--- config.mk ---
export PLATFORM = sky130hd
export DESIGN_NAME = trap_dump_ctrl_flat
export DESIGN_NICKNAME = d
export VERILOG_FILES = /design/src/rtl/trap_dump_ctrl_if.sv /design/src/rtl/trap_dump_ctrl.sv /design/src/flat_wrapper.sv
export SDC_FILE = /design/constraint.sdc
export NUM_CORES = 1
export LEC_CHECK = 0
export CAP_MARGIN = 20
export CORE_ASPECT_RATIO = 0.75
export CORE_UTILIZATION = 43
export DETAILED_ROUTE_END_ITERATION = 10
export GPL_TIMING_DRIVEN = 0
export PLACE_DENSITY_LB_ADDON = 0.12
export SLEW_MARGIN = 20
export SYNTH_ARGS = -nofsm -noshare
export SYNTH_HDL_FRONTEND = slang
export SYNTH_SLANG_ARGS = --single-unit
--- constraint.sdc ---
create_clock -name clk -period 2.5 [get_ports clk]
set_input_delay 0.5 -clock clk [delete_from_list [all_inputs] [get_ports clk]]
set_output_delay 0.5 -clock clk [all_outputs]
set_load 0.005 [all_outputs]
--- src/rtl/trap_dump_ctrl_if.sv ---
// rtl/trap_dump_ctrl_if.sv - decode, data-memory read and dump stream signals of trap_dump_ctrl
interface trap_dump_ctrl_if #(
   parameter int DATA_W = 32,
   parameter int ADDR_W = 32
);
   logic [31:0]       instr;
   logic              instr_valid;
   logic              mem_rd_en;
   logic [ADDR_W-1:0] mem_rd_addr;
   logic [DATA_W-1:0] mem_rd_data;
   logic              dump_valid;
   logic              dump_ready;
   logic [ADDR_W-1:0] dump_addr;
   logic [DATA_W-1:0] dump_data;
   logic              dump_last;

   // controller side: watches decode, reads memory, sources the dump stream
   modport master (
      input  instr, instr_valid, mem_rd_data, dump_ready,
      output mem_rd_en, mem_rd_addr, dump_valid, dump_addr, dump_data, dump_last
   );

   // environment side: core decode stage, data memory and dump consumer
   modport slave (
      output instr, instr_valid, mem_rd_data, dump_ready,
      input  mem_rd_en, mem_rd_addr, dump_valid, dump_addr, dump_data, dump_last
   );
endinterface

--- src/rtl/trap_dump_ctrl.sv ---
// rtl/trap_dump_ctrl.sv - halt-trap / watchdog end-of-program controller with memory window dump
module trap_dump_ctrl #(
   parameter int                DATA_W       = 32,
   parameter int                ADDR_W       = 32,
   parameter logic [31:0]       TRAP_WORD    = 32'h44000300,
   parameter logic [ADDR_W-1:0] DUMP_BASE    = 'h2000,
   parameter int                DUMP_WORDS   = 64,
   parameter int                DRAIN_CYCLES = 4,
   parameter int                TIMEOUT      = 5000,
   parameter int                CNT_W        = 16
) (
   input  logic             clk,
   input  logic             rst,
   trap_dump_ctrl_if.master bus,
   output logic             halt,
   output logic             done,
   output logic             timeout_flag,
   output logic [CNT_W-1:0] cycle_count
);

   localparam int                IDX_W     = (DUMP_WORDS > 1) ? $clog2(DUMP_WORDS) : 1;
   localparam int                DRN_W     = (DRAIN_CYCLES > 1) ? $clog2(DRAIN_CYCLES) : 1;
   localparam logic [IDX_W-1:0]  LAST_IDX  = IDX_W'(DUMP_WORDS - 1);
   localparam logic [DRN_W-1:0]  DRN_LAST  = DRN_W'(DRAIN_CYCLES - 1);
   localparam logic [ADDR_W-1:0] ADDR_STEP = ADDR_W'(DATA_W / 8);
   localparam logic [CNT_W-1:0]  CNT_MAX   = '1;
   // TIMEOUT is expected to fit in CNT_W; the compare uses its truncated value
   localparam logic [CNT_W-1:0]  TO_LAST   = CNT_W'(TIMEOUT - 1);

   typedef enum logic [2:0] {
      S_RUN,
      S_DRAIN,
      S_READ,
      S_HOLD,
      S_DONE
   } state_t;

   state_t            state_q, state_d;
   logic [CNT_W-1:0]  cycle_cnt_q;
   logic              timeout_q;
   logic [DRN_W-1:0]  drain_q;
   logic [IDX_W-1:0]  idx_q;
   logic [ADDR_W-1:0] addr_q;
   logic [ADDR_W-1:0] rd_addr_q;
   logic [DATA_W-1:0] data_q;
   logic              first_q;

   logic              trap_hit;
   logic              to_hit;
   logic              last_c;
   logic              rd_en_c;
   logic              valid_c;
   logic              xfer;

   // a bubble carrying the trap encoding must not end the program
   assign trap_hit = bus.instr_valid && (bus.instr == TRAP_WORD);
   assign to_hit   = (TIMEOUT != 0) && (cycle_cnt_q == TO_LAST);
   assign last_c   = (state_q == S_HOLD) && (idx_q == LAST_IDX);
   assign xfer     = (state_q == S_HOLD) && bus.dump_ready;

   // state register
   always_ff @(posedge clk or negedge rst) begin
      if (!rst) state_q <= S_RUN;
      else      state_q <= state_d;
   end

   // next-state and control outputs
   always_comb begin
      state_d = state_q;
      halt    = 1'b1;
      rd_en_c = 1'b0;
      valid_c = 1'b0;
      done    = 1'b0;
      case (state_q)
         S_RUN: begin
            halt = 1'b0;
            if (trap_hit || to_hit) state_d = S_DRAIN;
         end
         S_DRAIN: begin
            if (drain_q == DRN_LAST) state_d = S_READ;
         end
         S_READ: begin
            rd_en_c = 1'b1;
            state_d = S_HOLD;
         end
         S_HOLD: begin
            valid_c = 1'b1;
            if (bus.dump_ready) state_d = last_c ? S_DONE : S_READ;
         end
         S_DONE: begin
            done = 1'b1;
         end
         default: begin
            halt    = 1'b0;
            state_d = S_RUN;
         end
      endcase
   end

   // run-time cycle counter (saturating) and watchdog cause flag
   always_ff @(posedge clk or negedge rst) begin
      if (!rst) begin
         cycle_cnt_q <= '0;
         timeout_q   <= 1'b0;
      end else if (state_q == S_RUN) begin
         if (cycle_cnt_q != CNT_MAX) cycle_cnt_q <= cycle_cnt_q + CNT_W'(1);
         if (!trap_hit && to_hit)    timeout_q   <= 1'b1;
      end
   end

   // drain counter: wraps back to zero on the final drain cycle
   always_ff @(posedge clk or negedge rst) begin
      if (!rst) begin
         drain_q <= '0;
      end else if (state_q == S_DRAIN) begin
         drain_q <= (drain_q == DRN_LAST) ? '0 : drain_q + DRN_W'(1);
      end
   end

   // window walker: address and word index advance only on an accepted non-final word
   always_ff @(posedge clk or negedge rst) begin
      if (!rst) begin
         addr_q <= DUMP_BASE;
         idx_q  <= '0;
      end else if (xfer && !last_c) begin
         addr_q <= addr_q + ADDR_STEP;
         idx_q  <= idx_q + IDX_W'(1);
      end
   end

   // read address latch (doubles as dump address) and first-HOLD-cycle marker
   always_ff @(posedge clk or negedge rst) begin
      if (!rst) begin
         rd_addr_q <= '0;
         first_q   <= 1'b0;
      end else begin
         first_q <= (state_q == S_READ);
         if (state_q == S_READ) rd_addr_q <= addr_q;
      end
   end

   // capture read data on the first HOLD cycle so it stays stable while stalled
   always_ff @(posedge clk or negedge rst) begin
      if (!rst) begin
         data_q <= '0;
      end else if ((state_q == S_HOLD) && first_q) begin
         data_q <= bus.mem_rd_data;
      end
   end

   // memory data is forwarded on the first HOLD cycle so a word can leave every 2 cycles
   assign bus.dump_data   = ((state_q == S_HOLD) && first_q) ? bus.mem_rd_data : data_q;
   assign bus.dump_addr   = rd_addr_q;
   assign bus.dump_valid  = valid_c;
   assign bus.dump_last   = last_c;
   assign bus.mem_rd_en   = rd_en_c;
   assign bus.mem_rd_addr = (state_q == S_READ) ? addr_q : rd_addr_q;
   assign timeout_flag    = timeout_q;
   assign cycle_count     = cycle_cnt_q;

endmodule
--- src/flat_wrapper.sv ---
// flat-port wrapper written by rule: the top's interface ports become plain ports
module trap_dump_ctrl_flat 
#(
   parameter int                DATA_W       = 32,
   parameter int                ADDR_W       = 32,
   parameter logic [31:0]       TRAP_WORD    = 32'h44000300,
   parameter logic [ADDR_W-1:0] DUMP_BASE    = 'h2000,
   parameter int                DUMP_WORDS   = 64,
   parameter int                DRAIN_CYCLES = 4,
   parameter int                TIMEOUT      = 5000,
   parameter int                CNT_W        = 16
)
  (clk, rst, halt, done, timeout_flag, cycle_count, bus_instr, bus_instr_valid, bus_mem_rd_data, bus_dump_ready, bus_mem_rd_en, bus_mem_rd_addr, bus_dump_valid, bus_dump_addr, bus_dump_data, bus_dump_last);
  trap_dump_ctrl_if #(.DATA_W(DATA_W), .ADDR_W(ADDR_W)) bus_i ();
  input  logic clk;
  input  logic rst;
  output logic halt;
  output logic done;
  output logic timeout_flag;
  output logic [CNT_W-1:0] cycle_count;
  input wire logic [$bits(bus_i.instr)-1:0] bus_instr;
  input wire logic [$bits(bus_i.instr_valid)-1:0] bus_instr_valid;
  input wire logic [$bits(bus_i.mem_rd_data)-1:0] bus_mem_rd_data;
  input wire logic [$bits(bus_i.dump_ready)-1:0] bus_dump_ready;
  output wire logic [$bits(bus_i.mem_rd_en)-1:0] bus_mem_rd_en;
  output wire logic [$bits(bus_i.mem_rd_addr)-1:0] bus_mem_rd_addr;
  output wire logic [$bits(bus_i.dump_valid)-1:0] bus_dump_valid;
  output wire logic [$bits(bus_i.dump_addr)-1:0] bus_dump_addr;
  output wire logic [$bits(bus_i.dump_data)-1:0] bus_dump_data;
  output wire logic [$bits(bus_i.dump_last)-1:0] bus_dump_last;
  assign bus_i.instr = bus_instr;
  assign bus_i.instr_valid = bus_instr_valid;
  assign bus_i.mem_rd_data = bus_mem_rd_data;
  assign bus_i.dump_ready = bus_dump_ready;
  assign bus_mem_rd_en = bus_i.mem_rd_en;
  assign bus_mem_rd_addr = bus_i.mem_rd_addr;
  assign bus_dump_valid = bus_i.dump_valid;
  assign bus_dump_addr = bus_i.dump_addr;
  assign bus_dump_data = bus_i.dump_data;
  assign bus_dump_last = bus_i.dump_last;
  trap_dump_ctrl #(.DATA_W(DATA_W), .ADDR_W(ADDR_W), .TRAP_WORD(TRAP_WORD), .DUMP_BASE(DUMP_BASE), .DUMP_WORDS(DUMP_WORDS), .DRAIN_CYCLES(DRAIN_CYCLES), .TIMEOUT(TIMEOUT), .CNT_W(CNT_W)) u_core (.clk(clk), .rst(rst), .bus(bus_i), .halt(halt), .done(done), .timeout_flag(timeout_flag), .cycle_count(cycle_count));
endmodule
Word level (Yosys, flattened, before mapping)
Cells that the tools add are included.
Storage, ports and cells
  register bits after elaboration: 125
  logic and storage cells: 52
  input bits: 68
Cells by class
  add/sub/neg operators: 4
  eq/ne operators: 12
  bitwise logic cells: 1
  mux-type cells: 12
  reduce and logical (&&, ||, !) cells: 14
Operators by type and width (count)
  32-bit two-way mux: 2
  32-bit by 3-bit adder with 32-bit output (second input constant): 1
  32-bit by 31-bit == test with 1-bit output (second input constant): 1
  16-bit by 1-bit adder with 16-bit output (second input constant): 1
  16-bit by 13-bit == test with 1-bit output (second input constant): 1
  16-bit inequality test (second input constant): 1
  3-bit case mux with 5 select lines: 1
  3-bit two-way mux: 4
  6-bit by 1-bit adder with 6-bit output (second input constant): 1
  3-bit by 2-bit == test with 1-bit output (second input constant): 2
  6-bit == test (second input constant): 1
  1-bit logical AND: 6
  1-bit two-way mux: 4
  2-bit by 1-bit inequality test with 1-bit output (second input constant): 2
  2-bit AND reduction: 2
  4-bit AND reduction: 1
  4-bit OR reduction: 1
  3-bit by 1-bit == test with 1-bit output (second input constant): 1
  3-bit == test (second input constant): 1
  3-bit logical NOT: 1
  2-bit by 1-bit adder with 2-bit output (second input constant): 1
  2-bit == test (second input constant): 1
  1-bit logical NOT: 2
  2-bit two-way mux: 1
  3 further kinds: 3

Longest topological paths before layout
Gate-level depths: netlist of the first run.
  word-level depth: 5
  gate-level depth with buffers: 6
  mapped depth without buffers: 6

Least setup slack after synthesis of the first run
Ideal clock, no wire load.
  kind: register -> output
  start point: reg u_core.state_q[2]
  end point: out bus_mem_rd_addr[24]
  setup slack: 547 ps
  arrival: 1453 ps
  buffers on the path: 2
  cell stages (with the launch flop): 5
  cell sequence: dfrtp_1 > buf_2 > nor3b_2 > buf_2 > mux2_2
Between the ends
  longest elaborated chain between the ends: 2
Ends and longest elaborated chain
  start: declaration: RTL line trap_dump_ctrl.sv:38  | state_t state_q, state_d;
  start signal: assignment: RTL line trap_dump_ctrl.sv:64  | else state_q <= state_d;
  3-bit by 2-bit == test with 1-bit output: RTL line trap_dump_ctrl.sv:157  | assign bus.mem_rd_addr = (state_q == S_READ) ? addr_q : rd_addr_q;
  32-bit two-way mux: RTL line trap_dump_ctrl.sv:157
  end: declaration: RTL line flat_wrapper.sv:26  | output wire logic [$bits(bus_i.mem_rd_addr)-1:0] bus_mem_rd_addr;
No other way between the ends.

Worst setup path after layout of the first run
  start point: reg u_core.idx_q[2]
  end point: out bus_dump_last
Between the ends
  longest elaborated chain between the ends: 2
Ends and longest elaborated chain
  start: declaration: RTL line trap_dump_ctrl.sv:42  | logic [IDX_W-1:0] idx_q;
  start signal: assignment: RTL line trap_dump_ctrl.sv:127  | idx_q <= idx_q + IDX_W'(1);
  6-bit == test: RTL line trap_dump_ctrl.sv:58  | assign last_c = (state_q == S_HOLD) && (idx_q == LAST_IDX);
  1-bit logical AND: RTL line trap_dump_ctrl.sv:58
  end: declaration: RTL line flat_wrapper.sv:30  | output wire logic [$bits(bus_i.dump_last)-1:0] bus_dump_last;
No other way between the ends.

==> impl_results.html, run 1 <==
<table>
<tr><th>Metric</th><th>Value</th></tr>
<tr><th colspan="2">GRT</th></tr>
<tr><td>Overall fraction of global-route tracks in use</td><td>21.4%</td></tr>
<tr><td>Maximum number of pins on one net before global-route repair</td><td>83</td></tr>
<tr><td>First-pass GRT wire length</td><td>20.6 mm</td></tr>
<tr><td>Overall overflow remaining after global route</td><td>0</td></tr>
<tr><td>Number of antenna violations at the first check in global routing</td><td>0</td></tr>
<tr><td>Number of global-route vias before repair</td><td>4,201</td></tr>
<tr><th colspan="2">Yosys</th></tr>
<tr><td>Gate count after technology mapping</td><td>389</td></tr>
<tr><td>Mean post-synth cell area</td><td>13.4 um2</td></tr>
<tr><td>Count of different cell masters after synthesis</td><td>43</td></tr>
<tr><td>Most frequently used flop master after synthesis</td><td>sky130_fd_sc_hd__dfrtp_1</td></tr>
<tr><td>Share of the yosys chip area belonging to registers</td><td>59.0%</td></tr>
<tr><td>Number of warnings issued by yosys</td><td>0</td></tr>
<tr><td>FF+latch count, synth</td><td>123</td></tr>
<tr><td>Async set or reset register ratio after synthesis</td><td>100%</td></tr>
<tr><td>Number of flops mapped to enable cells by yosys</td><td>0</td></tr>
<tr><td>Post-Syn Nets</td><td>461</td></tr>
<tr><td>Area of the mapped netlist</td><td>0.00522 mm2</td></tr>
<tr><th colspan="2">Floorplanning</th></tr>
<tr><td>Width of the die</td><td>129 um</td></tr>
<tr><td>Io pins</td><td>186</td></tr>
<tr><td>Die Span Y</td><td>97.4 um</td></tr>
<tr><td>Area of the die</td><td>0.0126 mm2</td></tr>
<tr><td>Initial cell density of the core</td><td>44.6%</td></tr>
<tr><td>Core Rows</td><td>34</td></tr>
<tr><td>Total core area</td><td>0.0117 mm2</td></tr>
<tr><th colspan="2">Critical path</th></tr>
<tr><td>Worst setup path startpoint</td><td>u_core.idx_q[2]$_DFFE_PN0P_</td></tr>
<tr><td>Critical Path RT</td><td>2000 ps</td></tr>
<tr><td>Critical path fanouts, max</td><td>4</td></tr>
<tr><td>End of the worst register-to-register path</td><td>u_core.cycle_count[1]$_DFFE_PN0P_</td></tr>
<tr><td>Arrival time at the worst endpoint</td><td>2040 ps</td></tr>
<tr><td>Depth of the most critical reg-to-reg path</td><td>5</td></tr>
<tr><td>Element type at the critical path start</td><td>flop</td></tr>
<tr><td>Critical R2R Launch</td><td>u_core.state_q[1]$_DFFE_PN0P_</td></tr>
<tr><td>Capture point of the critical path</td><td>bus_dump_last</td></tr>
<tr><td>Reg2reg setup slack</td><td>290 ps</td></tr>
<tr><td>Worst setup path category</td><td>reg -&gt; out</td></tr>
<tr><td>Endpoint kind of the worst setup timing path</td><td>output pin</td></tr>
<tr><th colspan="2">Drt</th></tr>
<tr><td>Post-route DRC violation count</td><td>0</td></tr>
<tr><td>Final Routed Wirelength</td><td>13.0 mm</td></tr>
<tr><td>Drt first-iter violations</td><td>169</td></tr>
<tr><td>Vias</td><td>3,960</td></tr>
<tr><td>Final routed wire length divided by cell count</td><td>16.2 um</td></tr>
<tr><td>DR pass1 iterations</td><td>4</td></tr>
<tr><td>Routed vias/inst</td><td>4.96</td></tr>
<tr><td>Remaining number of nets flagged by the antenna check after routing</td><td>0</td></tr>
<tr><th colspan="2">Layout</th></tr>
<tr><td>Post-route design area</td><td>0.00835 mm2</td></tr>
<tr><td>Most frequent standard cell in the layout excluding fill and tap cells</td><td>sky130_fd_sc_hd__dfrtp_1</td></tr>
<tr><td>N_diodes</td><td>0</td></tr>
<tr><td>Net count of the finished layout</td><td>696</td></tr>
<tr><td>Area growth from synthesis to layout</td><td>60.1%</td></tr>
<tr><td>Most frequent cells in the layout</td><td>sky130_fd_sc_hd__dfrtp_1, sky130_fd_sc_hd__clkdlybuf4s50_1, sky130_fd_sc_hd__mux2_2</td></tr>
<tr><td>Share of final-layout standard cells stronger than drive strength 1</td><td>30.7%</td></tr>
<tr><td># fillers</td><td>830</td></tr>
<tr><th colspan="2">STA</th></tr>
<tr><td>Post-route fraction of the period consumed by the critical path</td><td>101%</td></tr>
<tr><td>Peak Freq</td><td>394 MHz</td></tr>
<tr><td>Final Max Tran Viols</td><td>0</td></tr>
<tr><td>TNS Setup</td><td>-141 ps</td></tr>
<tr><td>Final setup skew</td><td>7.96 ps</td></tr>
<tr><td>Relative slew slack</td><td>55.4%</td></tr>
<tr><td>Setup Viol. Count Final</td><td>5</td></tr>
<tr><td>Minimum period implied by the final worst setup slack</td><td>2540 ps</td></tr>
<tr><td>Hold Fails Final Rpt</td><td>0</td></tr>
<tr><td>RSZ-0062 raised after global routing</td><td>yes</td></tr>
<tr><td>Final setup margin</td><td>-37.5 ps</td></tr>
<tr><td>Worst Tran Pin Value</td><td>664 ps</td></tr>
<tr><th colspan="2">Clock tree</th></tr>
<tr><td>Clock input transition at the sequential cells of the worst setup and hold paths</td><td>50 ps</td></tr>
<tr><td>Number of clock sinks</td><td>123</td></tr>
<tr><td>H-Tree Depth</td><td>4</td></tr>
<tr><td>CTS max path bufs</td><td>2</td></tr>
<tr><td>Root Driver</td><td>sky130_fd_sc_hd__clkbuf_16</td></tr>
<tr><td>CTS Buf Count</td><td>17</td></tr>
<tr><td>Clock latency on the worst-skew pair</td><td>400 ps</td></tr>
<tr><td>CTS tree</td><td>done</td></tr>
<tr><th colspan="2">Power</th></tr>
<tr><td>Largest vdd supply drop</td><td>0.000608 V</td></tr>
<tr><td>Total power divided by cell area</td><td>798 mW/mm2</td></tr>
<tr><td>Leak</td><td>3.81 nW</td></tr>
<tr><th colspan="2">Placed design</th></tr>
<tr><td>Gp weighted congestion</td><td>0.752</td></tr>
<tr><td>Count of buffers from port buffering</td><td>185</td></tr>
<tr><td>Detailed Place HPWL</td><td>8.70 mm</td></tr>
<tr><td>Cell area reported after detailed placement</td><td>0.00730 mm2</td></tr>
<tr><th colspan="2">Status</th></tr>
<tr><td>Run status</td><td>finished with violations</td></tr>
<tr><td>Failing checks</td><td>setup timing</td></tr>
<tr><th colspan="2">Hold path</th></tr>
<tr><td>Kind of path behind the tightest hold check</td><td>in -&gt; async</td></tr>
<tr><th colspan="2">Run</th></tr>
<tr><td>Max-cap violations</td><td>0</td></tr>
</table>
cell usage after synthesis, drive strengths merged, types with 2 or more instances:
cell,number,area (um2)
nor3b,2,20.0
and4,3,26.3
nor2b,3,18.8
nand2,25,93.8
dfrtp,122,3050
nand4,16,106
xnor2,37,324
mux2,68,766
a31oi,2,27.5
nor4,6,37.5
a21oi,4,20.0
buf,9,50.0
nand3,23,120
xor2,12,105
and3,9,58.8
nor2,13,48.8
or3,2,17.5
nor4b,5,50.0
nor3,10,72.6
ha,4,50.1
how the worst min path moves through the flow:
stage,startpoint,cells after the start,slack [ps],endpoint
after global placement,u_core.addr_q[31]$_DFFE_PN0P_,1,450,u_core.addr_q[31]$_DFFE_PN0P_
after detailed placement,rst,1,440,u_core.cycle_count[6]$_DFFE_PN0P_
after CTS,rst,1,10,u_core.cycle_count[8]$_DFFE_PN0P_
after global routing,rst,1,30,u_core.cycle_count[8]$_DFFE_PN0P_
after floorplan,rst,0,200,u_core.addr_q[10]$_DFFE_PN0P_
final,rst,1,10,u_core.cycle_count[8]$_DFFE_PN0P_
cell families (layout without fill, tap and decap cells):
logic type	Yosys count	count (layout)	share of synthesized area, %
adder cells (fa/ha/maj)	4	4	0.960
buffers and inverters	10	257	1.03
flip-flops	123	123	59.0
AO/OA/AOI/OAI	14	14	2.35
AND/OR/NAND/NOR	121	121	13.7
XOR/XNOR	49	49	8.23
multiplexers	68	68	14.7
metal layers:
| layer | share of wire, % | global-route usage [%] | vias to the layer above |
|---|---|---|---|
| met3 | 6.5 | 6.44 | 14 |
| met5 | 0 | 0 | - |
| met2 | 49 | 34.2 | 130 |
| li1 | - | - | 1860 |
| met1 | 44 | 27.3 | 1956 |
| met4 | 1.1 | 7.60 | 0 |
worst max-delay path, stage by stage (launching register included):
cell and delay (ps):
sky130_fd_sc_hd__dfrtp_1 410, sky130_fd_sc_hd__and3_2 270, sky130_fd_sc_hd__nand3_1 140, sky130_fd_sc_hd__nor3_2 230
sky130_fd_sc_hd__clkdlybuf4s50_1 580
stage by stage:
step           total power, mW  util (%)  cells  hold WS (ps)  setup slack, ps
4_1_cts                   6.67      70.6    794          12.2             -102
5_1_grt                   6.98      71.3    798          31.6             -132
2_1_floorplan             3.22         -    389           204              547
6_report                  6.66      71.3    798          9.74            -37.5
3_5_place_dp              4.19      62.4    737           439             -276
3_3_place_gp              4.12      62.1    736           454            -3810
final cells by class:
class | instances | area [um2] | share of cell area [%]
inverter | 1 | 3.75 | 0.0450
multi-input combinational | 256 | 2240 | 26.9
timing repair buffer | 217 | 2130 | 25.5
clock inverter | 7 | 88.8 | 1.06
tap | 162 | 203 | 2.43
clock buffer | 24 | 492 | 5.89
buffer | 8 | 105 | 1.26
sequential | 123 | 3080 | 36.9
sequential cells by signal, summed over array words and instances, names as in the netlist:
| register | count |
|---|---|
| u_core.idx_q | 6 |
| u_core.drain_q | 2 |
| u_core.data_q | 32 |
| u_core.first_q | 1 |
| u_core.timeout_flag | 1 |
| u_core.addr_q | 30 |
| u_core.cycle_count | 16 |
| u_core.state_q | 3 |
| u_core.bus.dump_addr | 32 |
report_power, final:
group | internal [mW] | switching, mW
logic | 1.07 | 0.659
registers | 2.34 | 0.219
clock network | 1.56 | 0.816
total | 4.97 | 1.69
repair_timing:
item                       4_1_cts  5_1_grt
gates cloned                     3        1
gates resized for setup        225       39
pin swaps                        2        3
setup endpoints to repair       66       34
hold buffers                     0        0
setup buffers                   23        6
(Power assumes the default switching activity.)
==> run 2, diff against run 1 <==
SLEW_MARGIN = not set   (was 20)
==> impl_results.html, run 2 (same netlist as run 1, synthesis figures left out) <==
<table>
<tr><th>Metric</th><th>Value</th></tr>
<tr><th colspan="2">Status</th></tr>
<tr><td>Run status</td><td>finished with violations</td></tr>
<tr><td>Failing checks</td><td>setup timing</td></tr>
<tr><th colspan="2">Placed design</th></tr>
<tr><td>Count of buffers from port buffering</td><td>185</td></tr>
<tr><td>Gp weighted congestion</td><td>0.752</td></tr>
<tr><td>Worst-case setup slack after placement</td><td>-259 ps</td></tr>
<tr><td>Cell area reported after detailed placement</td><td>0.00730 mm2</td></tr>
<tr><td>Post-placement cell count</td><td>737</td></tr>
<tr><td>Detailed Place HPWL</td><td>8.63 mm</td></tr>
<tr><th colspan="2">STA</th></tr>
<tr><td>Minimum period implied by the final worst setup slack</td><td>2520 ps</td></tr>
<tr><td>Relative slew slack</td><td>58.2%</td></tr>
<tr><td>Worst Tran Pin Value</td><td>622 ps</td></tr>
<tr><td>Post-route fraction of the period consumed by the critical path</td><td>101%</td></tr>
<tr><td>Final Max Tran Viols</td><td>0</td></tr>
<tr><td>TNS Setup</td><td>-77.8 ps</td></tr>
<tr><td>RSZ-0062 raised after global routing</td><td>yes</td></tr>
<tr><td>Setup Viol. Count Final</td><td>6</td></tr>
<tr><td>Final setup margin</td><td>-23.5 ps</td></tr>
<tr><td>Final setup skew</td><td>10.4 ps</td></tr>
<tr><td>Peak Freq</td><td>396 MHz</td></tr>
<tr><td>Hold Fails Final Rpt</td><td>0</td></tr>
<tr><th colspan="2">GRT</th></tr>
<tr><td>Number of global-route vias before repair</td><td>4,237</td></tr>
<tr><td>Overall fraction of global-route tracks in use</td><td>21.6%</td></tr>
<tr><td>First-pass GRT wire length</td><td>21.0 mm</td></tr>
<tr><td>Maximum number of pins on one net before global-route repair</td><td>89</td></tr>
<tr><td>Overall overflow remaining after global route</td><td>0</td></tr>
<tr><td>Number of antenna violations at the first check in global routing</td><td>0</td></tr>
<tr><th colspan="2">Power</th></tr>
<tr><td>Total chip power</td><td>6.52 mW</td></tr>
<tr><td>Total power divided by cell area</td><td>776 mW/mm2</td></tr>
<tr><td>Leak</td><td>3.85 nW</td></tr>
<tr><td>Largest vdd supply drop</td><td>0.000539 V</td></tr>
<tr><th colspan="2">Drt</th></tr>
<tr><td>Vias</td><td>4,010</td></tr>
<tr><td>Remaining number of nets flagged by the antenna check after routing</td><td>0</td></tr>
<tr><td>Post-route DRC violation count</td><td>0</td></tr>
<tr><td>Final Routed Wirelength</td><td>13.0 mm</td></tr>
<tr><td>DR pass1 iterations</td><td>4</td></tr>
<tr><td>Final routed wire length divided by cell count</td><td>16.1 um</td></tr>
<tr><td>Routed vias/inst</td><td>4.97</td></tr>
<tr><td>Drt first-iter violations</td><td>121</td></tr>
<tr><th colspan="2">Layout</th></tr>
<tr><td>Final cell count without fillers</td><td>807</td></tr>
<tr><td>Most frequent standard cell in the layout excluding fill and tap cells</td><td>sky130_fd_sc_hd__dfrtp_1</td></tr>
<tr><td>Area growth from synthesis to layout</td><td>61.0%</td></tr>
<tr><td>Post-route design area</td><td>0.00840 mm2</td></tr>
<tr><td>Share of final-layout standard cells stronger than drive strength 1</td><td>33.2%</td></tr>
<tr><td>N_diodes</td><td>0</td></tr>
<tr><td>Net count of the finished layout</td><td>706</td></tr>
<tr><td>Most frequent cells in the layout</td><td>sky130_fd_sc_hd__dfrtp_1, sky130_fd_sc_hd__clkdlybuf4s50_1, sky130_fd_sc_hd__buf_6</td></tr>
<tr><th colspan="2">Run</th></tr>
<tr><td>Max-cap violations</td><td>0</td></tr>
<tr><th colspan="2">Critical path</th></tr>
<tr><td>Endpoint kind of the worst setup timing path</td><td>output pin</td></tr>
<tr><td>Worst setup path category</td><td>reg -&gt; out</td></tr>
<tr><td>Critical Path RT</td><td>2000 ps</td></tr>
<tr><td>Critical path fanouts, max</td><td>5</td></tr>
<tr><td>Element type at the critical path start</td><td>flop</td></tr>
<tr><td>End of the worst register-to-register path</td><td>u_core.cycle_count[1]$_DFFE_PN0P_</td></tr>
<tr><td>Critical R2R Launch</td><td>u_core.state_q[2]$_DFFE_PN0P_</td></tr>
<tr><td>Worst setup path startpoint</td><td>u_core.state_q[2]$_DFFE_PN0P_</td></tr>
<tr><td>Depth of the most critical reg-to-reg path</td><td>6</td></tr>
<tr><td>Reg2reg setup slack</td><td>230 ps</td></tr>
<tr><td>Arrival time at the worst endpoint</td><td>2020 ps</td></tr>
<tr><th colspan="2">Floorplanning</th></tr>
<tr><td>Core Rows</td><td>34</td></tr>
<tr><td>Total core area</td><td>0.0117 mm2</td></tr>
<tr><td>Area of the die</td><td>0.0126 mm2</td></tr>
<tr><td>Die Span Y</td><td>97.4 um</td></tr>
<tr><td>Initial cell density of the core</td><td>44.6%</td></tr>
<tr><td>Width of the die</td><td>129 um</td></tr>
<tr><td>Io pins</td><td>186</td></tr>
<tr><th colspan="2">Clock tree</th></tr>
<tr><td>H-Tree Depth</td><td>4</td></tr>
<tr><td>CTS max path bufs</td><td>2</td></tr>
<tr><td>CTS Buf Count</td><td>17</td></tr>
<tr><td>Clock input transition at the sequential cells of the worst setup and hold paths</td><td>50 ps</td></tr>
<tr><td>CTS tree</td><td>done</td></tr>
<tr><td>Root Driver</td><td>sky130_fd_sc_hd__clkbuf_16</td></tr>
<tr><td>Clock latency on the worst-skew pair</td><td>400 ps</td></tr>
<tr><td>Number of clock sinks</td><td>123</td></tr>
<tr><th colspan="2">Hold path</th></tr>
<tr><td>Number of cells on the worst hold path</td><td>1</td></tr>
<tr><td>Kind of path behind the tightest hold check</td><td>reg -&gt; reg</td></tr>
<tr><td>Hold Path Origin</td><td>u_core.addr_q[31]$_DFFE_PN0P_</td></tr>
<tr><td>Hold path endpoint</td><td>u_core.addr_q[31]$_DFFE_PN0P_</td></tr>
</table>
[run 2: layout make-up]
cell class,count,area [um2]
repair buffers,226,2200
flip-flops and latches,123,3080
plain buffers,9,125
well taps,162,203
fillers,842,3300
clock buffers,21,460
clock inverters,9,50.0
inverters,1,3.75
multi-input cells,256,2280
[run 2: what timing repair did]
| action | 4_1_cts | 5_1_grt |
|---|---|---|
| setup endpoints to repair | 66 | 54 |
| hold buffers | 1 | 0 |
| buffers inserted | 26 | 10 |
| hold endpoints to repair | 10 | 0 |
| cloned | 5 | 1 |
| gates resized for setup | 224 | 78 |
| pin swaps | 2 | 4 |
[run 2: metal layers]
metal	share of wire, %	global-route usage, %	vias up
li1	-	-	1885
met1	44	28.1	1983
met2	48	34.1	121
met3	6.0	6.17	21
met4	1.8	8.42	0
met5	0	0	-
[run 2: worst max-delay path, cell delays in order, from the launching register on]
cell and delay, ps:
sky130_fd_sc_hd__dfrtp_1 400, sky130_fd_sc_hd__buf_6 140, sky130_fd_sc_hd__nor3b_4 170, sky130_fd_sc_hd__buf_6 160
sky130_fd_sc_hd__buf_8 130, sky130_fd_sc_hd__buf_8 120, sky130_fd_sc_hd__buf_6 90, sky130_fd_sc_hd__mux2_4 300
sky130_fd_sc_hd__buf_6 120
[run 2: worst max-delay path by stage]
stage,endpoint,slack (ps),depth (start not counted)
final,bus_mem_rd_addr[13],-20,8
after global routing,bus_mem_rd_addr[13],-90,8
after CTS,bus_mem_rd_addr[20],-120,8
after detailed placement,bus_mem_rd_addr[30],-260,5
after global placement,u_core.bus.dump_addr[22]$_DFF_PN0_,-3810,1
after floorplan,bus_mem_rd_addr[24],550,4
[run 2: metrics by stage]
step                      hold WS (ps)  utilization [%]
after floorplan                    204                -
after CTS                          469             71.4
final                              461             71.8
after detailed placement           413             62.4
after global routing               501             71.8
after global placement             454             62.1
[run 2: report_power, final]
part,switching [mW],total [mW],internal (mW),leakage [nW]
sequential,0.220,2.56,2.34,1.58
clock,0.807,2.10,1.29,0.254
combinational,0.686,1.85,1.17,2.01
total,1.71,6.52,4.80,3.85
